===== config.mk =====
export PLATFORM = sky130hd
export DESIGN_NAME = sc_window_sequencer_flat
export DESIGN_NICKNAME = d
export VERILOG_FILES = /design/src/rtl/sc_window_sequencer_if.sv /design/src/rtl/sc_window_sequencer.sv /design/src/flat_wrapper.sv
export SDC_FILE = /design/constraint.sdc
export NUM_CORES = 1
export LEC_CHECK = 0
export CAP_MARGIN = 30
export CORE_UTILIZATION = 49
export CTS_BUF_LIST = sky130_fd_sc_hd__clkbuf_4
export CTS_CLUSTER_DIAMETER = 200
export DETAILED_ROUTE_END_ITERATION = 10
export PLACE_DENSITY = 0.92
export SLEW_MARGIN = 20
export SYNTH_ARGS = -nofsm -noshare
export SYNTH_HDL_FRONTEND = slang
export SYNTH_SLANG_ARGS = --single-unit

===== constraint.sdc =====
create_clock -name clk -period 5.3 [get_ports clk]
set_input_delay 1.06 -clock clk [delete_from_list [all_inputs] [get_ports clk]]
set_output_delay 1.06 -clock clk [all_outputs]
set_load 0.02 [all_outputs]

===== src/rtl/sc_window_sequencer_if.sv =====
// sc_window_sequencer_if
//
// Purpose: bundles the host-side controls and the datapath-side signals of
// sc_window_sequencer so the sequencer, its host and its datapath connect
// through one object.
//
// Optional feature macro: SC_BIPOLAR_DECODE_EN adds result_bip.
//
// Signals (direction as seen from the sequencer, modport slave):
//   in  start, abort, win_log2[2:0], prob_a[3:0], prob_b[3:0], sn_in
//   out prob_a_q[3:0], prob_b_q[3:0], seed_a[30:0], seed_b[30:0],
//       lfsr_load, lfsr_en, busy, done, result[CNT_W-1:0], state_dbg[2:0]
//   out result_bip[CNT_W:0] (signed, only with SC_BIPOLAR_DECODE_EN)
//
// Handshake: start is a request honoured only while busy=0 (IDLE); once
// accepted, busy stays high until the cycle after the one-cycle done pulse,
// and result is valid from the done cycle until the next done. abort
// cancels any busy run without a done pulse.
interface sc_window_sequencer_if #(
  parameter int CNT_W = 8
);
  logic             start;
  logic             abort;
  logic [2:0]       win_log2;
  logic [3:0]       prob_a;
  logic [3:0]       prob_b;
  logic             sn_in;
  logic [3:0]       prob_a_q;
  logic [3:0]       prob_b_q;
  logic [30:0]      seed_a;
  logic [30:0]      seed_b;
  logic             lfsr_load;
  logic             lfsr_en;
  logic             busy;
  logic             done;
  logic [CNT_W-1:0] result;
  logic [2:0]       state_dbg;
`ifdef SC_BIPOLAR_DECODE_EN
  logic signed [CNT_W:0] result_bip;

  modport master (
    output start, abort, win_log2, prob_a, prob_b, sn_in,
    input  prob_a_q, prob_b_q, seed_a, seed_b, lfsr_load, lfsr_en,
           busy, done, result, state_dbg, result_bip
  );

  modport slave (
    input  start, abort, win_log2, prob_a, prob_b, sn_in,
    output prob_a_q, prob_b_q, seed_a, seed_b, lfsr_load, lfsr_en,
           busy, done, result, state_dbg, result_bip
  );
`else
  modport master (
    output start, abort, win_log2, prob_a, prob_b, sn_in,
    input  prob_a_q, prob_b_q, seed_a, seed_b, lfsr_load, lfsr_en,
           busy, done, result, state_dbg
  );

  modport slave (
    input  start, abort, win_log2, prob_a, prob_b, sn_in,
    output prob_a_q, prob_b_q, seed_a, seed_b, lfsr_load, lfsr_en,
           busy, done, result, state_dbg
  );
`endif
endinterface


===== src/rtl/sc_window_sequencer.sv =====
// sc_window_sequencer
//
// Purpose: sequences one stochastic-multiply evaluation on an external
// LFSR/comparator/XNOR datapath: seed the LFSRs (LOAD), let the datapath
// pipeline fill (FILL, PIPE_LAT cycles), count ones in sn_in over a window
// of N = 2^win_log2 bits (RUN), then pulse done with the popcount (DONE).
// Operands and window size are latched when a run is accepted.
//
// Optional feature macro: SC_BIPOLAR_DECODE_EN adds result_bip = 2*ones - N.
//
// Ports:
//   clk    clock
//   rst_n  asynchronous reset, active high (legacy name)
//   bus    sc_window_sequencer_if.slave (host controls, datapath controls,
//          status, result, state_dbg exposes the FSM state)
//
// PIPE_LAT must be at least 1.
module sc_window_sequencer #(
  parameter int          CNT_W    = 8,
  parameter int          PIPE_LAT = 2,
  parameter logic [30:0] SEED_A   = 31'd1,
  parameter logic [30:0] SEED_B   = 31'd2
) (
  input logic                  clk,
  input logic                  rst_n,
  sc_window_sequencer_if.slave bus
);

  typedef enum logic [2:0] {
    S_IDLE = 3'd0,
    S_LOAD = 3'd1,
    S_FILL = 3'd2,
    S_RUN  = 3'd3,
    S_DONE = 3'd4
  } state_e;

  // Largest window exponent that keeps the ones count from wrapping.
  localparam int         MAX_LOG2  = CNT_W - 1;
  localparam logic [2:0] WL_MAX    = (MAX_LOG2 > 7) ? 3'd7 : 3'(MAX_LOG2);
  localparam logic [CNT_W-1:0] FILL_LAST = CNT_W'(PIPE_LAT - 1);

  state_e           state_q, state_d;
  logic [3:0]       pa_q, pa_d;
  logic [3:0]       pb_q, pb_d;
  logic [2:0]       wl_q, wl_d;
  logic [CNT_W-1:0] ones_q, ones_d;
  logic [CNT_W-1:0] cnt_q, cnt_d;   // shared by FILL and RUN
  logic [CNT_W-1:0] res_q, res_d;

  logic [2:0]       wl_clamped;
  logic [CNT_W-1:0] win_last;
  logic [CNT_W-1:0] ones_next;

`ifdef SC_BIPOLAR_DECODE_EN
  logic [CNT_W:0]   bip_q, bip_d;
  logic [CNT_W-1:0] n_val;
  logic [CNT_W:0]   bip_calc;
`endif

  always_comb begin
    wl_clamped = (bus.win_log2 > WL_MAX) ? WL_MAX : bus.win_log2;
    win_last   = (CNT_W'(1) << wl_q) - CNT_W'(1);
    // Includes the sample taken in the current RUN cycle, so the last
    // RUN sample reaches result on entry to DONE.
    ones_next  = ones_q + CNT_W'(bus.sn_in);
`ifdef SC_BIPOLAR_DECODE_EN
    n_val      = CNT_W'(1) << wl_q;
    // 2*ones may equal 2^CNT_W; modular subtraction still lands on the
    // correct two's-complement value in -N..+N.
    bip_calc   = {ones_next, 1'b0} - {1'b0, n_val};
`endif
  end

  always_comb begin
    state_d = state_q;
    pa_d    = pa_q;
    pb_d    = pb_q;
    wl_d    = wl_q;
    ones_d  = ones_q;
    cnt_d   = cnt_q;
    res_d   = res_q;
`ifdef SC_BIPOLAR_DECODE_EN
    bip_d   = bip_q;
`endif

    case (state_q)
      S_IDLE: begin
        if (bus.start && !bus.abort) begin
          pa_d    = bus.prob_a;
          pb_d    = bus.prob_b;
          wl_d    = wl_clamped;
          ones_d  = '0;
          cnt_d   = '0;
          state_d = S_LOAD;
        end
      end
      S_LOAD: begin
        cnt_d   = '0;
        state_d = S_FILL;
      end
      S_FILL: begin
        if (cnt_q == FILL_LAST) begin
          cnt_d   = '0;
          state_d = S_RUN;
        end else begin
          cnt_d = cnt_q + CNT_W'(1);
        end
      end
      S_RUN: begin
        ones_d = ones_next;
        if (cnt_q == win_last) begin
          res_d   = ones_next;
`ifdef SC_BIPOLAR_DECODE_EN
          bip_d   = bip_calc;
`endif
          state_d = S_DONE;
        end else begin
          cnt_d = cnt_q + CNT_W'(1);
        end
      end
      S_DONE: begin
        state_d = S_IDLE;
      end
      default: begin
        state_d = S_IDLE;
      end
    endcase

    // Abort overrides everything outside IDLE and keeps the last result.
    if (bus.abort && (state_q != S_IDLE)) begin
      state_d = S_IDLE;
      res_d   = res_q;
`ifdef SC_BIPOLAR_DECODE_EN
      bip_d   = bip_q;
`endif
    end
  end

  always_ff @(posedge clk or posedge rst_n) begin
    if (rst_n) begin
      state_q <= S_IDLE;
      pa_q    <= '0;
      pb_q    <= '0;
      wl_q    <= '0;
      ones_q  <= '0;
      cnt_q   <= '0;
      res_q   <= '0;
`ifdef SC_BIPOLAR_DECODE_EN
      bip_q   <= '0;
`endif
    end else begin
      state_q <= state_d;
      pa_q    <= pa_d;
      pb_q    <= pb_d;
      wl_q    <= wl_d;
      ones_q  <= ones_d;
      cnt_q   <= cnt_d;
      res_q   <= res_d;
`ifdef SC_BIPOLAR_DECODE_EN
      bip_q   <= bip_d;
`endif
    end
  end

  // Control outputs decode directly from the registered state.
  assign bus.lfsr_load = (state_q == S_LOAD);
  assign bus.lfsr_en   = (state_q == S_FILL) || (state_q == S_RUN);
  assign bus.busy      = (state_q != S_IDLE);
  assign bus.done      = (state_q == S_DONE);
  assign bus.result    = res_q;
  assign bus.prob_a_q  = pa_q;
  assign bus.prob_b_q  = pb_q;
  assign bus.seed_a    = SEED_A;
  assign bus.seed_b    = SEED_B;
  assign bus.state_dbg = state_q;
`ifdef SC_BIPOLAR_DECODE_EN
  assign bus.result_bip = bip_q;
`endif

endmodule


===== src/flat_wrapper.sv =====
// flat-port wrapper written by rule: the top's interface ports become plain ports
module sc_window_sequencer_flat 
#(
  parameter int          CNT_W    = 8,
  parameter int          PIPE_LAT = 2,
  parameter logic [30:0] SEED_A   = 31'd1,
  parameter logic [30:0] SEED_B   = 31'd2
)
  (clk, rst_n, bus_start, bus_abort, bus_win_log2, bus_prob_a, bus_prob_b, bus_sn_in, bus_prob_a_q, bus_prob_b_q, bus_seed_a, bus_seed_b, bus_lfsr_load, bus_lfsr_en, bus_busy, bus_done, bus_result, bus_state_dbg);
  sc_window_sequencer_if #(.CNT_W(CNT_W)) bus_i ();
  input logic clk;
  input logic rst_n;
  input wire logic [$bits(bus_i.start)-1:0] bus_start;
  input wire logic [$bits(bus_i.abort)-1:0] bus_abort;
  input wire logic [$bits(bus_i.win_log2)-1:0] bus_win_log2;
  input wire logic [$bits(bus_i.prob_a)-1:0] bus_prob_a;
  input wire logic [$bits(bus_i.prob_b)-1:0] bus_prob_b;
  input wire logic [$bits(bus_i.sn_in)-1:0] bus_sn_in;
  output wire logic [$bits(bus_i.prob_a_q)-1:0] bus_prob_a_q;
  output wire logic [$bits(bus_i.prob_b_q)-1:0] bus_prob_b_q;
  output wire logic [$bits(bus_i.seed_a)-1:0] bus_seed_a;
  output wire logic [$bits(bus_i.seed_b)-1:0] bus_seed_b;
  output wire logic [$bits(bus_i.lfsr_load)-1:0] bus_lfsr_load;
  output wire logic [$bits(bus_i.lfsr_en)-1:0] bus_lfsr_en;
  output wire logic [$bits(bus_i.busy)-1:0] bus_busy;
  output wire logic [$bits(bus_i.done)-1:0] bus_done;
  output wire logic [$bits(bus_i.result)-1:0] bus_result;
  output wire logic [$bits(bus_i.state_dbg)-1:0] bus_state_dbg;
  assign bus_i.start = bus_start;
  assign bus_i.abort = bus_abort;
  assign bus_i.win_log2 = bus_win_log2;
  assign bus_i.prob_a = bus_prob_a;
  assign bus_i.prob_b = bus_prob_b;
  assign bus_i.sn_in = bus_sn_in;
  assign bus_prob_a_q = bus_i.prob_a_q;
  assign bus_prob_b_q = bus_i.prob_b_q;
  assign bus_seed_a = bus_i.seed_a;
  assign bus_seed_b = bus_i.seed_b;
  assign bus_lfsr_load = bus_i.lfsr_load;
  assign bus_lfsr_en = bus_i.lfsr_en;
  assign bus_busy = bus_i.busy;
  assign bus_done = bus_i.done;
  assign bus_result = bus_i.result;
  assign bus_state_dbg = bus_i.state_dbg;
  sc_window_sequencer #(.CNT_W(CNT_W), .PIPE_LAT(PIPE_LAT), .SEED_A(SEED_A), .SEED_B(SEED_B)) u_core (.clk(clk), .rst_n(rst_n), .bus(bus_i));
endmodule

## Yosys cells after proc, flatten, opt, wreduce, memory -nomap -nowiden

Index checks and enable logic that the tools add are counted.
Widths: inputs -> output; s select.

| storage, ports and cells | value |
|---|---|
| register bits | 38 |
| latch bits | 0 |
| bits in writable memories | 0 |
| ROM bits | 0 |
| input bits | 16 |
| output and inout bits | 85 |
| logic and storage cells | 48 |
| memories kept | 0 |

| operators by class | value |
|---|---|
| $add $sub $neg | 3 |
| $mul | 0 |
| div/mod/pow operators | 0 |
| order comparisons | 1 |
| eq/ne operators | 11 |
| shift operators | 1 |
| muxes and demuxes | 11 |
| bitwise operators | 1 |
| reduce and logical (&&, ||, !) cells | 13 |

Operators with widths:

| operator | count |
|---|---|
| $pmux 8 s4 | 1 |
| $mux 8 | 3 |
| $pmux 8 s2 | 1 |
| $mux 3 | 5 |
| $pmux 3 s4 | 1 |
| $ne 3x1->1 const B | 3 |
| $reduce_and 3->1 | 3 |
| $add 8x1->8 | 1 |
| $add 8x1->8 const B | 1 |
| $eq 8x1->1 const B | 1 |
| $eq 8x8->1 | 1 |
| $shl 1x3->8 const A | 1 |
| $sub 8x2->8 const B | 1 |
| $eq 3x2->1 const B | 2 |
| $reduce_and 2->1 | 2 |
| $reduce_bool 4->1 | 1 |
| $eq 3x1->1 const B | 1 |
| $eq 3x3->1 const B | 1 |
| $gt 3x3->1 const B | 1 |
| $logic_not 3->1 | 1 |
| $reduce_bool 3->1 | 1 |
| $logic_and 1x1->1 | 2 |
| $ne 2x1->1 const B | 1 |
| $ne 2x2->1 const B | 1 |
| 4 further kinds | 4 |

## Longest topological paths before layout

Gate-level depths: netlist of run 1.

| depth | value |
|---|---|
| depth in word-level cells | 6 |
| depth in mapped cells | 11 |
| depth with buffers taken out | 9 |

## Worst setup path after synthesis of run 1

Ideal clock, no wire load.

| path | value |
|---|---|
| path kind | register to register |
| from | register u_core.wl_q[1] |
| to | register u_core.res_q[0] (netlist: u_core.bus.result[0]) |
| setup time | 0.125 ns |
| arrival time | 2.838 ns |
| required time | 5.175 ns |
| path slack | 2.337 ns |
| stages on the path, launching flop included | 10 |
| buffers on the path | 1 |
| clock period less this slack | 2.963 ns |
| path through | dfrtp_1 buf_6 or3_2 ha_1 nor4b_1 nor3_2 xnor2_1 or3_4 nor3_4 mux2_2 |

| between the ends | value |
|---|---|
| longest elaborated chain between the ends | 4 |

RTL lines:

| item | RTL line | RTL |
|---|---|---|
| start, declared | sc_window_sequencer.sv:45 | `logic [2:0] wl_q, wl_d;` |
| start signal, assigned | sc_window_sequencer.sv:155 | `wl_q <= wl_d;` |
| $shl 1x3->8 | sc_window_sequencer.sv:62 | `win_last = (CNT_W'(1) << wl_q) - CNT_W'(1);` |
| $sub 8x2->8 | sc_window_sequencer.sv:62 |  |
| $eq 8x8->1 | sc_window_sequencer.sv:111 | `if (cnt_q == win_last) begin` |
| $reduce_and 3->1 (no source line) | n/a |  |
| end signal, assigned | sc_window_sequencer.sv:158 | `res_q <= res_d;` |
| end, declared | sc_window_sequencer.sv:48 | `logic [CNT_W-1:0] res_q, res_d;` |

Every way passes these cells.
A chain may end at the register's enable or synchronous reset.

## Worst setup path after layout of run 1

| path | value |
|---|---|
| from | register u_core.wl_q[1] |
| to | register u_core.res_q[5] (netlist: u_core.bus.result[5]) |

The elaborated chain is that of the path after synthesis.

==> summary.md, run 1 <==
| Metric | Value |
|---|---|
| RSZ-0062 raised after global routing | `no` |
| Via-to-Cell Ratio | `4.90` |
| Seq pwr share | `0.441` |
| Hold_sp | `u_core.bus.prob_b_q[2]` |
| Synthesized area per cell | `9.55 um^2` |
| FF+latch count, synth | `38` |
| HPWL Detailed | `3350 um` |
| Share of post-route cells with drive strength above 1 | `0.112` |
| Ant diodes | `0` |
| Final antenna-violating net count | `0` |
| R2R depth | `8` |
| Hold WC Path Type | `flop to flop` |
| FP Rows | `26` |
| Root buf cell | `clkbuf_4` |
| Hold_buf cts | `0` |
| IO buf count | `38` |
| Setup bufs post-CTS | `0` |
| Crit. End Element | `flop` |
| Sw frac | `0.350` |
| Slew Viols, Final | `0` |
| CP Class | `flop to flop` |
| Clock Sink Count | `38` |
| Top FF cell, synth | `dfrtp_1` |
| Vias in the first global route | `1632` |
| Maximum clock path buffer count | `2` |
| Hold EP | `u_core.bus.prob_b_q[2]` |
| R2R setup slack | `2.09 ns` |
| GPL Wtd Cong | `0.831` |
| Critical path's slowest cell | `dfrtp_1` |
| Final Hold Vio Count | `0` |
| Initial antenna violation count | `0` |
| Critical Path Start Type | `flop` |
| Fin Setup TNS | `0 ns` |
| Total track usage | `0.182` |
| Clock skew | `0.0111 ns` |
| Peak supply drop | `0.000229 V` |
| Crit-path cells | `or3_2 -> ha_1 -> nor4b_1 -> nor3_2 -> xnor2_1 -> or3_4 -> nor3_4 -> mux2_2` |
| Die height | `74.7 um` |
| Area Growth Syn to Fin | `9.53%` |
| Worst R2R Start | `u_core.wl_q[1]` |
| CORE AREA | `5110 um^2` |
| Min Clock Period, post-route | `3.21 ns` |
| Number of synthesized flops with an enable pin | `0` |
| DRC Markers | `0` |
| Most area-hungry cell type in the Yosys netlist | `dfrtp_1` |
| CP required | `5.55 ns` |
| Syn Inst Count | `271` |
| MaxCap Viol Count | `0` |
| Int Pwr | `528 uW` |
| Pin count of the biggest net entering global routing | `39` |
| Hold Path Stages | `1` |
| CTS tree | `built` |
| YS warnings | `0` |
| P_leak | `1.31 nW` |
| First-pass GRT wire length | `7560 um` |
| Fmax | `312 MHz` |
| Critical path fanouts, max | `12` |
| Synth top cells by count | `buf_4, dfrtp_1, mux2_2, nand3_1, nand2_1` |
| Die footprint | `5570 um^2` |
| Worst skew pair latency | `0.35 ns` |
| Comb power frac | `0.323` |
| Max_slew headroom | `0.481` |
| Final Cycle Share | `0.605` |
| Number of setup violations in the final report | `0` |
| Grt ovf | `0` |
| Max incr delay on CP | `0.51 ns` |
| Clock share of power | `0.236` |
| Overall power | `812 uW` |
| Fillers | `435` |
| Outcome | `finished, final reports clean` |
| Sequential area share after synthesis | `0.368` |
| Routed WL | `4610 um` |
| Initial Util | `0.507` |
| FFs w/ async S/R, synth | `1.00` |
| CTS Buf Count | `5` |
| Io pins | `101` |
| # nets final | `325` |
| Drt pass-1 iters | `4` |
| Most frequent cell after synthesis | `buf_4` |
| CP Data Arrival Time | `3.45 ns` |
| CTS clk-pin slew, worst paths | `0.11 ns` |
| Syn Std Cell Area | `2590 um^2` |
| DR vias | `1833` |
| Total net switching power | `284 uW` |
| Cts repair resizes | `0` |
| Synth cell types | `54` |
| Power Density | `287 nW/um^2` |
| Yosys top cell area share | `0.368` |
| First-iteration detailed-routing DRC count | `37` |
| Routed len/inst | `12.3 um` |
| Die Wd | `74.7 um` |
| Worst r2r dst | `u_core.bus.result[5]` |
| Synth top area cells | `dfrtp_1, buf_4, mux2_2, nand3_1, ha_1` |
| H-tree levels | `2` |
| Least-Margin Pin Slew | `0.776 ns` |
-- power by group through the flow --
stage,logic (mW),clock network (mW),registers (mW)
floorplan,0.223,0,0.366
global placement,0.251,0,0.361
detailed placement,0.258,0,0.364
CTS,0.260,0.195,0.358
global route,0.288,0.207,0.365
finish,0.262,0.192,0.358
-- critical path, delay by kind of cell, from the launching register on --
kind / cells / cell delay, ns
AND/OR/NAND/NOR: 5 / 1.73
multiplexers: 1 / 0.39
XOR/XNOR: 1 / 0.19
flip-flops: 1 / 0.51
adder cells (fa/ha/maj): 1 / 0.28
-- per-layer routing --
layer | global-route usage | vias up | wire length, um
met5 | 0 | - | 0
met4 | 0.0860 | 0 | 88
met3 | 0.0509 | 9 | 306
met2 | 0.276 | 85 | 2190
met1 | 0.243 | 867 | 2020
li1 | - | 872 | -
-- registers in the layout, indices dropped and copies added (netlist names) --
signal	cells
u_core.bus.result	8
u_core.ones_q	8
u_core.bus.prob_b_q	4
u_core.bus.prob_a_q	4
u_core.cnt_q	8
u_core.bus.state_dbg	3
u_core.wl_q	3
-- cell usage in the layout (no fill, tap or decap), types with 3 or more instances in the layout --
cell and n:
nand2b_1 3, xnor2_1 7, clkbuf_4 5, nor2_1 12
nor3_1 4, a22o_1 3, dfrtp_1 38, or3_1 3
a21oi_1 3, mux2_2 17, nand2_1 14, nand3_1 17
o211ai_1 3, xor2_1 6, o21ai_0 12, inv_1 9
ha_1 5, nor4_1 3, conb_1 62, clkdlybuf4s50_1 38
-- area by class of cell --
type                       instances  area [um^2]  area share
tap                               70         87.6      0.0309
clock inverter                     2         33.8      0.0119
multi-input combinational        211         1300       0.460
sequential                        38          951       0.336
clock buffer                       5         37.5      0.0132
timing repair buffer              39          388       0.137
inverter                           9         33.8      0.0119
-- logic make-up (layout without fill, tap and decap cells) --
logic type      after synthesis  after routing  share of synthesized area
compound gates               34             34                     0.0885
xor+xnor                     13             13                     0.0440
fa+ha+maj                     5              5                     0.0242
buf+inv                      82             55                      0.220
flops                        38             38                      0.368
mux                          19             19                     0.0817
other cells                   2             62                    0.00290
simple gates                 78             78                      0.172
-- stage by stage --
step	instance area, um^2	instances	worst slack (ns)	utilization	hold WS [ns]
4_1_cts	2830	374	2.00	0.553	0.519
5_1_grt	2830	374	1.92	0.555	0.529
6_report	2830	374	2.09	0.555	0.515
3_3_place_gp	2750	367	2.18	0.539	0.487
3_5_place_dp	2750	367	2.02	0.539	0.492
2_1_floorplan	2810	331	2.34	-	0.473
-- worst max-delay path by stage --
stage | from | endpoint
3_5_place_dp | u_core.wl_q[1] | u_core.cnt_q[7]
6_report | u_core.wl_q[1] | u_core.bus.result[5]
4_1_cts | u_core.wl_q[1] | u_core.cnt_q[7]
5_1_grt | u_core.wl_q[1] | u_core.bus.result[5]
3_3_place_gp | u_core.wl_q[1] | u_core.cnt_q[7]
2_1_floorplan | u_core.wl_q[1] | u_core.bus.result[0]
No activity file was read; power rests on OpenSTA's default activity.
==> run 2, diff against run 1 <==
CORE_UTILIZATION = 45   (was 49)
PLACE_DENSITY = 0.86   (was 0.92)
clock period = 3.18 ns   (was 5.3 ns; I/O delays follow)
==> run 2 against run 1 <==
Clock skew down 0.00079 ns. First-iteration DRC count grew 70%. Register-to-register slack lost 1.9 ns. Sequential power up 61%. Worst hold slack improved by 0.0047 ns. Worst setup slack got worse by 1.9 ns. Count of clock-buffer cells in the layout is the same. Maximum frequency grew 6.1%. Utilization decreased by 3.8 points. Non-clock buffer count up 7. Largest power group unchanged. Highest routed layer unchanged.
==> summary.md, run 2 (same netlist as run 1, synthesis figures left out) <==
| Metric | Value |
|---|---|
| Routed WL | `4570 um` |
| Ant diodes | `0` |
| Crit-path cells | `or3_2 -> ha_1 -> nor4b_1 -> nor3_2 -> xnor2_1 -> or3_4 -> nor3_4 -> buf_4 -> mux2i_1` |
| Slew Viols, Final | `0` |
| Final Hold Vio Count | `0` |
| Io pins | `101` |
| Total track usage | `0.159` |
| Number of setup violations in the final report | `0` |
| Sequential cell area | `951 um^2` |
| CP Data Arrival Time | `3.30 ns` |
| Crit. End Element | `flop` |
| Fmax | `331 MHz` |
| Vias in the first global route | `1741` |
| First-iteration detailed-routing DRC count | `63` |
| Fin Hold WS | `0.520 ns` |
| Setup bufs post-CTS | `0` |
| Peak supply drop | `0.000302 V` |
| Share of post-route cells with drive strength above 1 | `0.135` |
| First-pass GRT wire length | `7580 um` |
| Commonest non-fill, non-tap cell in the layout | `conb_1` |
| Final Cycle Share | `0.950` |
| Area Growth Syn to Fin | `10.6%` |
| H-tree levels | `2` |
| Design area | `2860 um^2` |
| FP Rows | `27` |
| Max incr delay on CP | `0.48 ns` |
| Die footprint | `6060 um^2` |
| Die height | `77.8 um` |
| Least-Margin Pin Slew | `0.503 ns` |
| Pre-CTS setup slack | `0.187 ns` |
| Inst Count DP | `376` |
| Most frequent cells in the layout | `conb_1, clkdlybuf4s50_1, dfrtp_1` |
| Hold_buf cts | `0` |
| Fin cells | `384` |
| CORE AREA | `5540 um^2` |
| CTS clk-pin slew, worst paths | `0.12 ns` |
| Root buf cell | `clkbuf_4` |
| Initial Util | `0.467` |
| DRC Markers | `0` |
| Power Density | `453 nW/um^2` |
| Fillers | `500` |
| # nets final | `332` |
| Critical path's slowest cell | `or3_2` |
| CTS Buf Count | `5` |
| CP Class | `flop to flop` |
| Clock skew | `0.0103 ns` |
| Final antenna-violating net count | `0` |
| CP required | `3.45 ns` |
| Critical path fanouts, max | `7` |
| CTS tree | `built` |
| Cts repair resizes | `0` |
| Critical Path Start Type | `flop` |
| Die Wd | `77.8 um` |
| RSZ-0062 raised after global routing | `no` |
| Fin Setup TNS | `0 ns` |
| Hold WC Path Type | `flop to flop` |
| IO buf count | `38` |
| R2R depth | `9` |
| Drt pass-1 iters | `4` |
| DR vias | `1849` |
| MaxCap Viol Count | `0` |
| Initial antenna violation count | `0` |
| Worst skew pair latency | `0.36 ns` |
| Final worst slack | `0.159 ns` |
| Placed Area | `2810 um^2` |
| Area occupied by multi-input gates | `1290 um^2` |
| Clock Sink Count | `38` |
| Via-to-Cell Ratio | `4.82` |
| Routed len/inst | `11.9 um` |
| Hold Path Stages | `1` |
| Outcome | `finished, final reports clean` |
| Pin count of the biggest net entering global routing | `39` |
| Grt ovf | `0` |
| Min Clock Period, post-route | `3.02 ns` |
| Max_slew headroom | `0.662` |
| GPL Wtd Cong | `0.804` |
| P_leak | `1.33 nW` |
| HPWL Detailed | `3390 um` |
| Maximum clock path buffer count | `2` |
[run 2: path summary, 6_finish.rpt]
check                                       start  slack, ns                 endpoint
min in group asynchronous                   rst_n       0.67   u_core.bus.prob_b_q[3]
setup / recovery                   u_core.wl_q[0]       0.16     u_core.bus.result[3]
max in group asynchronous                   rst_n       2.16  u_core.bus.state_dbg[2]
hold / removal             u_core.bus.prob_a_q[1]       0.52   u_core.bus.prob_a_q[1]
setup reg to reg                   u_core.wl_q[0]       0.16     u_core.bus.result[3]
hold reg to reg            u_core.bus.prob_a_q[1]       0.52   u_core.bus.prob_a_q[1]
[run 2: metal layers]
| layer | share of wire | GRT usage |
|---|---|---|
| met5 | 0 | 0 |
| met4 | 0.018 | 0.0623 |
| met3 | 0.067 | 0.0424 |
| met2 | 0.48 | 0.275 |
| met1 | 0.44 | 0.186 |
[run 2: layout make-up]
type / count / area share
multi-input cells: 211 / 0.452
flip-flops and latches: 38 / 0.332
repair buffers: 46 / 0.154
well taps: 72 / 0.0315
clock buffers: 5 / 0.0131
inverters: 9 / 0.0118
clock inverters: 3 / 0.00568
[run 2: stage by stage]
step | power [mW] | utilization
3_3_place_gp | 1.04 | 0.507
5_1_grt | 1.37 | 0.517
2_1_floorplan | 0.980 | -
4_1_cts | 1.31 | 0.517
6_report | 1.30 | 0.517
3_5_place_dp | 1.06 | 0.507
[run 2: power by group]
part           switching (mW)  internal [mW]  leakage [nW]
combinational           0.268          0.203         0.801
sequential             0.0433          0.532         0.498
clock                   0.168         0.0822        0.0286
total                   0.479          0.817          1.33
[run 2: critical path, delay by kind of cell (launching register included)]
family,cells,cell delay (ns)
simple gates,5,1.66
xor+xnor,1,0.16
buf+inv,1,0.19
fa+ha+maj,1,0.28
mux,1,0.24
flops,1,0.40
==> run 3, diff against run 2 <==
CAP_MARGIN = default   (was 30)
==> results of run 3 <==
The final DEF is identical to that of run 2; final timing and power are the same.
